`config.mk`:
```
export PLATFORM = sky130hd
export DESIGN_NAME = change_dispenser
export DESIGN_NICKNAME = d
export VERILOG_FILES = /design/src/rtl/change_dispenser.sv
export SDC_FILE = /design/constraint.sdc
export NUM_CORES = 1
export LEC_CHECK = 0
export BUFFER_PORTS_ARGS = -buffer_cell sky130_fd_sc_hd__clkbuf_2
export CAP_MARGIN = 20
export CORE_MARGIN = 4
export CORE_UTILIZATION = 25
export DETAILED_ROUTE_END_ITERATION = 16
export PLACE_DENSITY_LB_ADDON = 0.3
export SETUP_SLACK_MARGIN = 0.4
export SLEW_MARGIN = 40
export SYNTH_ARGS = -nofsm -noshare
export SYNTH_HDL_FRONTEND = slang
export SYNTH_SLANG_ARGS = --single-unit
```
`constraint.sdc`:
```
create_clock -name clk -period 2.28 [get_ports clk]
set_input_delay 0 -clock clk [delete_from_list [all_inputs] [get_ports clk]]
set_output_delay 0 -clock clk [all_outputs]
set_load 0.1 [all_outputs]
```
`src/rtl/change_dispenser.sv`:
```
// change_dispenser
// Greedy coin dispenser. On an accepted start it captures the change amount
// and ejects coins one at a time, always choosing the largest denomination
// that fits the remaining value and whose hopper is not empty. Each coin is
// offered on a valid/ready handshake. The transaction ends with a one-cycle
// done pulse, accompanied by fault when the change could not be completed.
//
// Ports
//   clk          in   single clock, rising edge
//   rst_n        in   synchronous active-low reset
//   start        in   dispense request, only honoured in IDLE
//   amount       in   change value, captured on an accepted start
//   empty_big    in   big-coin hopper empty
//   empty_mid    in   mid-coin hopper empty
//   empty_small  in   small-coin hopper empty
//   coin_ready   in   ejector accepts the presented coin
//   coin_valid   out  coin eject request presented
//   coin_sel     out  00 small, 01 mid, 10 big
//   busy         out  high outside IDLE
//   done         out  one-cycle end-of-transaction pulse
//   fault        out  one-cycle pulse with done when change is incomplete
//   remaining    out  undispensed value, held until the next accepted start
//   coin_count   out  coins ejected in this/last transaction, saturating
//
// state   | meaning
// --------+-----------------------------------------------------------
// IDLE    | waiting for start
// SELECT  | pick the next denomination, or finish (done / no coin fits)
// ISSUE   | present coin_sel with coin_valid until coin_ready
// FINISH  | raise done (and fault) for one cycle, then back to IDLE
//
// Denominations must satisfy D_BIG > D_MID > D_SMALL >= 1.

module change_dispenser #(
  parameter int WIDTH   = 8,
  parameter int D_BIG   = 10,
  parameter int D_MID   = 5,
  parameter int D_SMALL = 1
) (
  input  logic             clk,
  input  logic             rst_n,
  input  logic             start,
  input  logic [WIDTH-1:0] amount,
  input  logic             empty_big,
  input  logic             empty_mid,
  input  logic             empty_small,
  input  logic             coin_ready,
  output logic             coin_valid,
  output logic [1:0]       coin_sel,
  output logic             busy,
  output logic             done,
  output logic             fault,
  output logic [WIDTH-1:0] remaining,
  output logic [7:0]       coin_count
);

  localparam logic [1:0] S_IDLE   = 2'd0;
  localparam logic [1:0] S_SELECT = 2'd1;
  localparam logic [1:0] S_ISSUE  = 2'd2;
  localparam logic [1:0] S_FINISH = 2'd3;

  localparam logic [1:0] SEL_SMALL = 2'b00;
  localparam logic [1:0] SEL_MID   = 2'b01;
  localparam logic [1:0] SEL_BIG   = 2'b10;

  localparam logic [WIDTH-1:0] V_BIG   = WIDTH'(D_BIG);
  localparam logic [WIDTH-1:0] V_MID   = WIDTH'(D_MID);
  localparam logic [WIDTH-1:0] V_SMALL = WIDTH'(D_SMALL);

  logic [1:0]       state;
  logic             fault_flag;
  logic [WIDTH-1:0] sel_value;

  // coin_sel is registered in SELECT and frozen through ISSUE, so the value
  // subtracted on the handshake is the one that was actually presented,
  // regardless of what the empty flags do meanwhile.
  always_comb begin
    sel_value = V_SMALL;
    case (coin_sel)
      SEL_BIG: sel_value = V_BIG;
      SEL_MID: sel_value = V_MID;
      default: sel_value = V_SMALL;
    endcase
  end

  assign coin_valid = (state == S_ISSUE);
  assign busy       = (state != S_IDLE);

  always_ff @(posedge clk) begin
    if (!rst_n) begin
      state      <= S_IDLE;
      coin_sel   <= SEL_SMALL;
      done       <= 1'b0;
      fault      <= 1'b0;
      fault_flag <= 1'b0;
      remaining  <= '0;
      coin_count <= '0;
    end else begin
      done  <= 1'b0;
      fault <= 1'b0;
      case (state)
        S_IDLE: begin
          if (start) begin
            remaining  <= amount;
            coin_count <= '0;
            fault_flag <= 1'b0;
            state      <= S_SELECT;
          end
        end
        S_SELECT: begin
          // Each candidate is only taken when it fits, so the later
          // subtraction in ISSUE can never wrap below zero.
          if (remaining == '0) begin
            state <= S_FINISH;
          end else if (!empty_big && remaining >= V_BIG) begin
            coin_sel <= SEL_BIG;
            state    <= S_ISSUE;
          end else if (!empty_mid && remaining >= V_MID) begin
            coin_sel <= SEL_MID;
            state    <= S_ISSUE;
          end else if (!empty_small && remaining >= V_SMALL) begin
            coin_sel <= SEL_SMALL;
            state    <= S_ISSUE;
          end else begin
            fault_flag <= 1'b1;
            state      <= S_FINISH;
          end
        end
        S_ISSUE: begin
          if (coin_ready) begin
            remaining <= remaining - sel_value;
            if (coin_count != 8'hFF) begin
              coin_count <= coin_count + 8'd1;
            end
            state <= S_SELECT;
          end
        end
        default: begin
          // done/fault are registered here, so they appear the cycle after
          // FINISH, while the FSM is already back in IDLE.
          done  <= 1'b1;
          fault <= fault_flag;
          state <= S_IDLE;
        end
      endcase
    end
  end

endmodule

```
Word level (Yosys, flattened, before mapping)

Cells that the tools add are included.

Bits in registers: 23
Bits of input ports: 15
Output and inout port bits: 22
Logic and storage cells: 70

Add/subtract/negate cells: 2
Order comparisons: 3
Equality and inequality tests: 12
Mux-type cells: 25
Bitwise logic cells: 2
Reductions and logical operators: 19

Operators with widths:

| cell                  | count |
|---|---|
| $mux W8               | 5 |
| $pmux W8 S2           | 2 |
| $ne A2 B2 Y1 const B  | 6 |
| $mux W1               | 10 |
| $mux W2               | 5 |
| $add A8 B1 Y8 const B | 1 |
| $ge A8 B1 Y1 const B  | 1 |
| $ge A8 B3 Y1 const B  | 1 |
| $ge A8 B4 Y1 const B  | 1 |
| $logic_not A8 Y1      | 1 |
| $ne A8 B8 Y1 const B  | 1 |
| $pmux W4 S2           | 1 |
| $sub A8 B8 Y8         | 1 |
| $pmux W2 S3           | 1 |
| $reduce_and A3 Y1     | 2 |
| $reduce_and A6 Y1     | 1 |
| $reduce_bool A2 Y1    | 3 |
| $eq A2 B1 Y1 const B  | 2 |
| $eq A2 B2 Y1 const B  | 2 |
| $reduce_and A4 Y1     | 1 |
| $reduce_or A4 Y1      | 1 |
| $logic_and A1 B1 Y1   | 3 |
| $logic_not A1 Y1      | 3 |
| $reduce_bool A3 Y1    | 1 |
| 6 further kinds       | 7 |

Longest topological paths before layout

Gate-level depths: netlist (run 1).

Depth after elaboration: 7
Gate-level depth with buffers: 8
Mapped depth without buffers: 8

Worst setup path after synthesis (run 1)

No wires, ideal clock.

Path kind: reg-to-reg
From: register coin_sel[1]
To: register remaining[4]
Library setup time: 72 ps
Data arrival time: 2518 ps
Required time: 2208 ps
Setup slack: -310 ps
Stages on the path, launching flop included: 9
Path buffers: 0
Period minus slack after synthesis: 2590 ps
Path through: dfxtp_1 > nand2b_1 > ha_1 > fa_1 > nor2b_1 > o21ai_0 > a21oi_1 > o21ai_0 > a21oi_1

Cells in the longest elaborated chain, start to end: 5
Elaborated cells between the ends (all ways): 6
Classes of those cells: add/sub (1); eq/ne (2); mux (3)

RTL lines:

| item                                         | RTL line | RTL |
|---|---|---|
| start: declaration                           | 49       | `output logic [1:0] coin_sel,` |
| start signal: assignment                     | 92       | `coin_sel <= SEL_SMALL;` |
| start signal: assignment                     | 116      | `coin_sel <= SEL_BIG;` |
| start signal: assignment                     | 119      | `coin_sel <= SEL_MID;` |
| $eq A2 B1 Y1 or $eq A2 B2 Y1 (tied branches) | 79       | `case (coin_sel)` |
| $pmux W4 S2 *                                | 79       |  |
| $sub A8 B8 Y8 *                              | 131      | `remaining <= remaining - sel_value;` |
| $mux W8 *                                    | 130      | `if (coin_ready) begin` |
| $pmux W8 S2 *                                | 101      | `case (state)` |
| end signal: assignment                       | 104      | `remaining <= amount;` |
| end signal: assignment                       | 131      |  |
| end: declaration                             | 53       | `output logic [WIDTH-1:0] remaining,` |

Every way passes the cells marked *; elsewhere a longest branch is shown, timed or not. The select of a mux whose other input is x is not followed.
A chain may end at the register's enable or synchronous reset.

Worst setup path in the final report (run 1)

From: register coin_sel[0]
To: register remaining[5]

Same word-level chain as after synthesis.

==> flow_metrics.env, run 1 <==
export IMPL_p_switching_mw=0.668
export IMPL_cts_made_buffers=3
export IMPL_hold_class="in -> reg"
export IMPL_antenna_found_initial=0
export IMPL_clock_sinks=23
export IMPL_clock_path_buffers=2
export IMPL_yosysUniqueCellTypes=46
export IMPL_intPower_mw=0.797
export IMPL_drt_iter0_drc=55
export IMPL_syn_area_mm2=0.00134
export IMPL_wirelength_um=3700
export IMPL_track_usage_pct=11.5
export IMPL_synth_edff_count=0
export IMPL_syn_inst=164
export IMPL_grt_max_degree=14
export IMPL_leakagePower_nw=0.751
export IMPL_final_max_slew_viol_count=0
export IMPL_clk_latency_ns=0.27
export IMPL_core_area_mm2=0.00514
export IMPL_place_ws_ns=0.388
export IMPL_antennaDiodeCount=0
export IMPL_power_density_mw_per_mm2=821
export IMPL_place_gp_congestion=0.803
export IMPL_fin_nets=227
export IMPL_endpoint_kind="flip-flop"
export IMPL_wl_per_cell_um=13.4
export IMPL_holdWs_ns=0.0359
export IMPL_switching_share_pct=45.6
export IMPL_post_route_cells_drive_above_1_share_pct=38.5
export IMPL_seqPwrFrac_pct=34.3
export IMPL_slew_headroom_pct=62.8
export IMPL_yosys_warnings=0
export IMPL_grt_first_pass_wirelength_um=5810
export IMPL_syn_area_per_cell_um2=8.16
export IMPL_clk_pin_slew_ns=0.09
export IMPL_ir_drop_mv=0.329
export IMPL_synth_nets=185
export IMPL_hold_buffers=0
export IMPL_die_h_um=81.1
export IMPL_ys_flop_type="dfxtp_1"
export IMPL_status="complete, no violations"
export IMPL_fmax_ghz=0.533
export IMPL_totalNegativeSetupSlack_ns=0
export IMPL_ys_async_sr_fraction_pct=0
export IMPL_synth_top_cell_area_share_pct=34.4
export IMPL_ys_ff_latch=23
export IMPL_dp_cells=267
export IMPL_max_cap_viol_count=0
export IMPL_cts_root_buf="clkbuf_8"
export IMPL_yosys_area_top_type="dfxtp_1"
export IMPL_dieArea_mm2=0.00658
export IMPL_place_hpwl_um=2750
export IMPL_p_comb_share_pct=48.0
export IMPL_worst_setup_path_start_kind="flip-flop"
export IMPL_crit_fanout=4
export IMPL_ios=37
export IMPL_synthToLayoutAreaGrowth_pct=33.3
export IMPL_hold_viol=0
export IMPL_ys_seq_area_share_pct=34.4
export IMPL_grt_overflow=0
export IMPL_htree_levels=1
export IMPL_fin_crit_sh_pct=82.2
export IMPL_detail_route_antenna_nets=0
export IMPL_final_setup_viol_count=0
export IMPL_ys_top_cells_by_area="dfxtp_1, nor2_1, ha_1"
export IMPL_port_buffer_count=36
export IMPL_grt_pass1_vias=1175
export IMPL_worstPathRequired_ns=2.44
export IMPL_fin_cells=275
export IMPL_fin_skew_ns=0.00924
export IMPL_critPathArrivalTime_ns=2.04
export IMPL_tightest_slew_ns=0.561
export IMPL_period_minus_slack_ns=1.87
export IMPL_fp_dieW_um=81.1
export IMPL_firstDrtPassIters=4
export IMPL_layout_setup_ws_ns=0.405
export IMPL_drc=0
export IMPL_cts_tree="built"
export IMPL_path_class="reg -> reg"
export IMPL_vias_per_cell=4.85
export IMPL_dr_total_vias=1335
export IMPL_rows=26
export IMPL_clkPwrFrac_pct=17.7
export IMPL_initial_utilization_pct=26.0
export IMPL_rsz0062_at_grt="true"
-- final timing paths --
| path | from | slack, ns | cells after the start | end |
|---|---|---|---|---|
| max | coin_sel[0] | 0.41 | 7 | remaining[5] |
| max reg2reg | coin_sel[0] | 0.41 | 7 | remaining[5] |
| min reg2reg | fault_flag | 0.48 | 2 | fault_flag |
| min | amount[3] | 0.04 | 3 | remaining[3] |
-- worst max-delay path, stage by stage, from the launching register on --
cell and delay (ns):
dfxtp_4 0.36, nand2b_4 0.16, ha_4 0.22, nor2b_4 0.12, o31a_1 0.33, or3_4 0.39
a21oi_2 0.12, o22ai_1 0.07
-- cell type report --
cell class,instances,area (um2)
multi-input combinational,124,878
clock buffer,4,45.0
timing repair buffer,43,235
tap,70,87.6
inverter,11,41.3
sequential,23,495
fill,569,3360
-- cells in the mapped netlist, types with 3 or more instances --
library cell / instances
xor2_1: 4
nand2_1: 12
ha_1: 5
o211ai_1: 3
inv_1: 10
a211oi_1: 5
nor3_1: 4
a21oi_1: 11
nor2_1: 17
mux2i_1: 3
nand2b_1: 5
nand4_1: 3
dfxtp_1: 23
nand3_1: 4
o21ai_0: 11
and3_1: 3
clkbuf_1: 4
nor2b_1: 5
-- registers in the layout, indices dropped and copies added (netlist names) --
| signal | flops |
|---|---|
| coin_count | 8 |
| remaining | 8 |
| coin_sel | 2 |
| state | 2 |
| done | 1 |
| fault | 1 |
| fault_flag | 1 |
-- routing by layer --
layer / GRT usage (%) / routed length [um] / vias up
met2: 18.1 / 1720 / 31
met4: 3.55 / 36 / 0
met3: 2.77 / 215 / 4
met5: 0 / 0 / -
met1: 15.5 / 1730 / 633
li1: - / - / 667
-- placed cells by master (no fill, tap or decap), types with 4 or more instances in the layout --
cell      netlist  layout
a21oi_1        11      10
dfxtp_1        23       5
clkbuf_2        0      35
dfxtp_2         0      13
dfxtp_4         0       5
nand2_1        12      12
nor3_1          4       4
a211oi_1        5       5
nor2_1         17      17
o21ai_0        11       9
nand3_1         4       4
buf_4           1       7
inv_1          10      10
xor2_1          4       4
-- kinds of logic (layout without fill, tap and decap cells) --
family	count (synthesis)	count (layout)	share of synthesized area, %
AND/OR/NAND/NOR	62	62	24.4
AO/OA/AOI/OAI	46	46	22.9
flip-flops	23	23	34.4
buffers and inverters	17	58	5.14
adder cells (fa/ha/maj)	7	7	6.92
XOR/XNOR	6	6	3.93
multiplexers	3	3	2.25
-- what timing repair did --
| action | 4_1_cts | 5_1_grt |
|---|---|---|
| gates resized for setup | 3 | 13 |
| gates cloned | 0 | 0 |
| pin swaps | 0 | 5 |
| buffers inserted | 0 | 4 |
| endpoints found under the setup margin | 3 | 12 |
-- through the flow --
| stage | util [%] | cell area (um2) | total power, mW |
|---|---|---|---|
| after global routing | 34.7 | 1780 | 1.55 |
| after floorplan | - | 1390 | 1.01 |
| after CTS | 33.2 | 1710 | 1.41 |
| final | 34.7 | 1780 | 1.46 |
| after global placement | 32.2 | 1650 | 1.14 |
| after detailed placement | 32.2 | 1650 | 1.14 |
-- power by group through the flow --
stage / Clock [mW] / Sequential, mW / Combinational, mW
floorplan: 0 / 0.682 / 0.330
finish: 0.259 / 0.502 / 0.703
CTS: 0.271 / 0.501 / 0.637
global route: 0.289 / 0.511 / 0.751
detailed placement: 0 / 0.511 / 0.626
global placement: 0 / 0.509 / 0.628
(Power assumes the default switching activity.)
==> run 2, diff against run 1 <==
Clock period 2.28 ns to 1.75 ns, I/O delays scaled along.
==> flow_metrics.env, run 2 (synthesized netlist as in run 1, its figures left out) <==
export IMPL_status="finished with violations"
export IMPL_failed_checks="hold timing, setup timing"
export IMPL_hold_viol=1
export IMPL_dp_cells=277
export IMPL_reg_top3="coin_count (8), remaining (8)"
export IMPL_seq_area_um2=529
export IMPL_grt_overflow=0
export IMPL_cts_root_buf="clkbuf_8"
export IMPL_firstDrtPassIters=4
export IMPL_critPathArrivalTime_ns=1.94
export IMPL_path_class="reg -> reg"
export IMPL_layout_common_cells="clkbuf_2, dfxtp_4, buf_4"
export IMPL_dieArea_mm2=0.00658
export IMPL_final_setup_viol_count=2
export IMPL_antenna_found_initial=0
export IMPL_rsz0062_at_grt="true"
export IMPL_clock_sinks=23
export IMPL_finalPower_mw=2.15
export IMPL_cts_tree="built"
export IMPL_max_cap_viol_count=0
export IMPL_layout_setup_ws_ns=-0.0214
export IMPL_fin_skew_ns=0.00551
export IMPL_port_buffer_count=36
export IMPL_vias_per_cell=4.73
export IMPL_rows=26
export IMPL_period_minus_slack_ns=1.77
export IMPL_use_met2_pct=20.1
export IMPL_fillers=540
export IMPL_wl_per_cell_um=13.7
export IMPL_cts_made_buffers=3
export IMPL_tightest_slew_ns=0.543
export IMPL_clk_pin_slew_ns=0.09
export IMPL_slew_headroom_pct=64.0
export IMPL_track_usage_pct=13.0
export IMPL_fin_crit_sh_pct=101
export IMPL_worstPathRequired_ns=1.92
export IMPL_dr_total_vias=1375
export IMPL_ios=37
export IMPL_drt_iter0_drc=64
export IMPL_leakagePower_nw=0.872
export IMPL_final_max_slew_viol_count=0
export IMPL_fin_cells=291
export IMPL_multiInputGateArea_mm2=0.00104
export IMPL_grt_util_met3_pct=1.88
export IMPL_wirelength_um=4000
export IMPL_clk_latency_ns=0.27
export IMPL_fp_dieW_um=81.1
export IMPL_layout_commonest_cell="clkbuf_2"
export IMPL_fmax_ghz=0.565
export IMPL_detail_route_antenna_nets=0
export IMPL_core_area_mm2=0.00514
export IMPL_htree_levels=1
export IMPL_worst_setup_path_start_kind="flip-flop"
export IMPL_die_h_um=81.1
export IMPL_holdWs_ns=-0.00306
export IMPL_grt_max_degree=16
export IMPL_clock_path_buffers=2
export IMPL_grt_first_pass_wirelength_um=6540
export IMPL_hold_class="in -> reg"
export IMPL_post_route_cells_drive_above_1_share_pct=54.3
export IMPL_antennaDiodeCount=0
export IMPL_crit_fanout=4
export IMPL_initial_utilization_pct=26.0
export IMPL_power_density_mw_per_mm2=1010
export IMPL_endpoint_kind="flip-flop"
export IMPL_met1_usage_pct=17.4
export IMPL_grt_pass1_vias=1365
export IMPL_place_gp_congestion=0.749
export IMPL_top_usage_layer="met2"
export IMPL_drc=0
export IMPL_synthToLayoutAreaGrowth_pct=59.2
export IMPL_fin_nets=243
export IMPL_totalNegativeSetupSlack_ns=-0.0368
export IMPL_place_hpwl_um=2870
export IMPL_ir_drop_mv=0.350
[run 2: changes by cell type in the layout (fill, tap and decap cells not counted), sizes merged]
cell    previous run  this run
clkinv             1         2
clkbuf            40        38
buf                7        24
[run 2: worst max-delay path, stage by stage, from the launching register on]
cell and delay, ns:
dfxtp_4 0.35, nand2b_4 0.17, ha_4 0.22, nor2b_4 0.12, o31a_1 0.27, or3_1 0.32, a21oi_1 0.13, o22ai_1 0.08
[run 2: layout make-up]
type	instances	area share [%]
tap	70	4.11
clock buffer	3	1.94
sequential	23	24.9
timing repair buffer	59	18.0
multi-input combinational	124	48.9
inverter	11	1.94
clock inverter	1	0.235
[run 2: final timing paths]
check | startpoint | to | slack (ns) | cells after the start
setup / recovery | coin_sel[0] | remaining[5] | -0.02 | 7
hold / removal | amount[3] | remaining[3] | -0.003 | 3
setup reg to reg | coin_sel[0] | remaining[5] | -0.02 | 7
hold reg to reg | fault_flag | fault_flag | 0.50 | 2
[run 2: through the flow]
stage,setup WS (ns),area [um2],util [%],hold slack [ns]
after CTS,0.00842,2080,40.5,0.000820
after detailed placement,-0.0105,1860,36.2,0.285
after floorplan,-0.221,1510,-,0.175
after global routing,-0.0977,2130,41.4,0.0290
final,-0.0214,2130,41.4,-0.00306
after global placement,-0.00131,1860,36.2,0.276
[run 2: power breakdown]
part	leakage [nW]	internal, mW	switching [mW]	total, mW
clock network	0.0255	0.159	0.193	0.352
registers	0.201	0.569	0.0617	0.631
logic	0.645	0.446	0.719	1.17
total	0.872	1.17	0.974	2.15
[run 2: metal layers]
layer	up-vias	part of all wire (%)
met1	656	49
li1	701	-
met5	-	0
met3	2	2.9
met4	0	1.0
met2	16	47
[run 2: what timing repair did]
action	in CTS	in global routing
endpoints found under the setup margin	22	21
gates resized for setup	25	8
buffers inserted	7	2
pin swaps	17	10
hold buffers	0	0
gates cloned	1	0
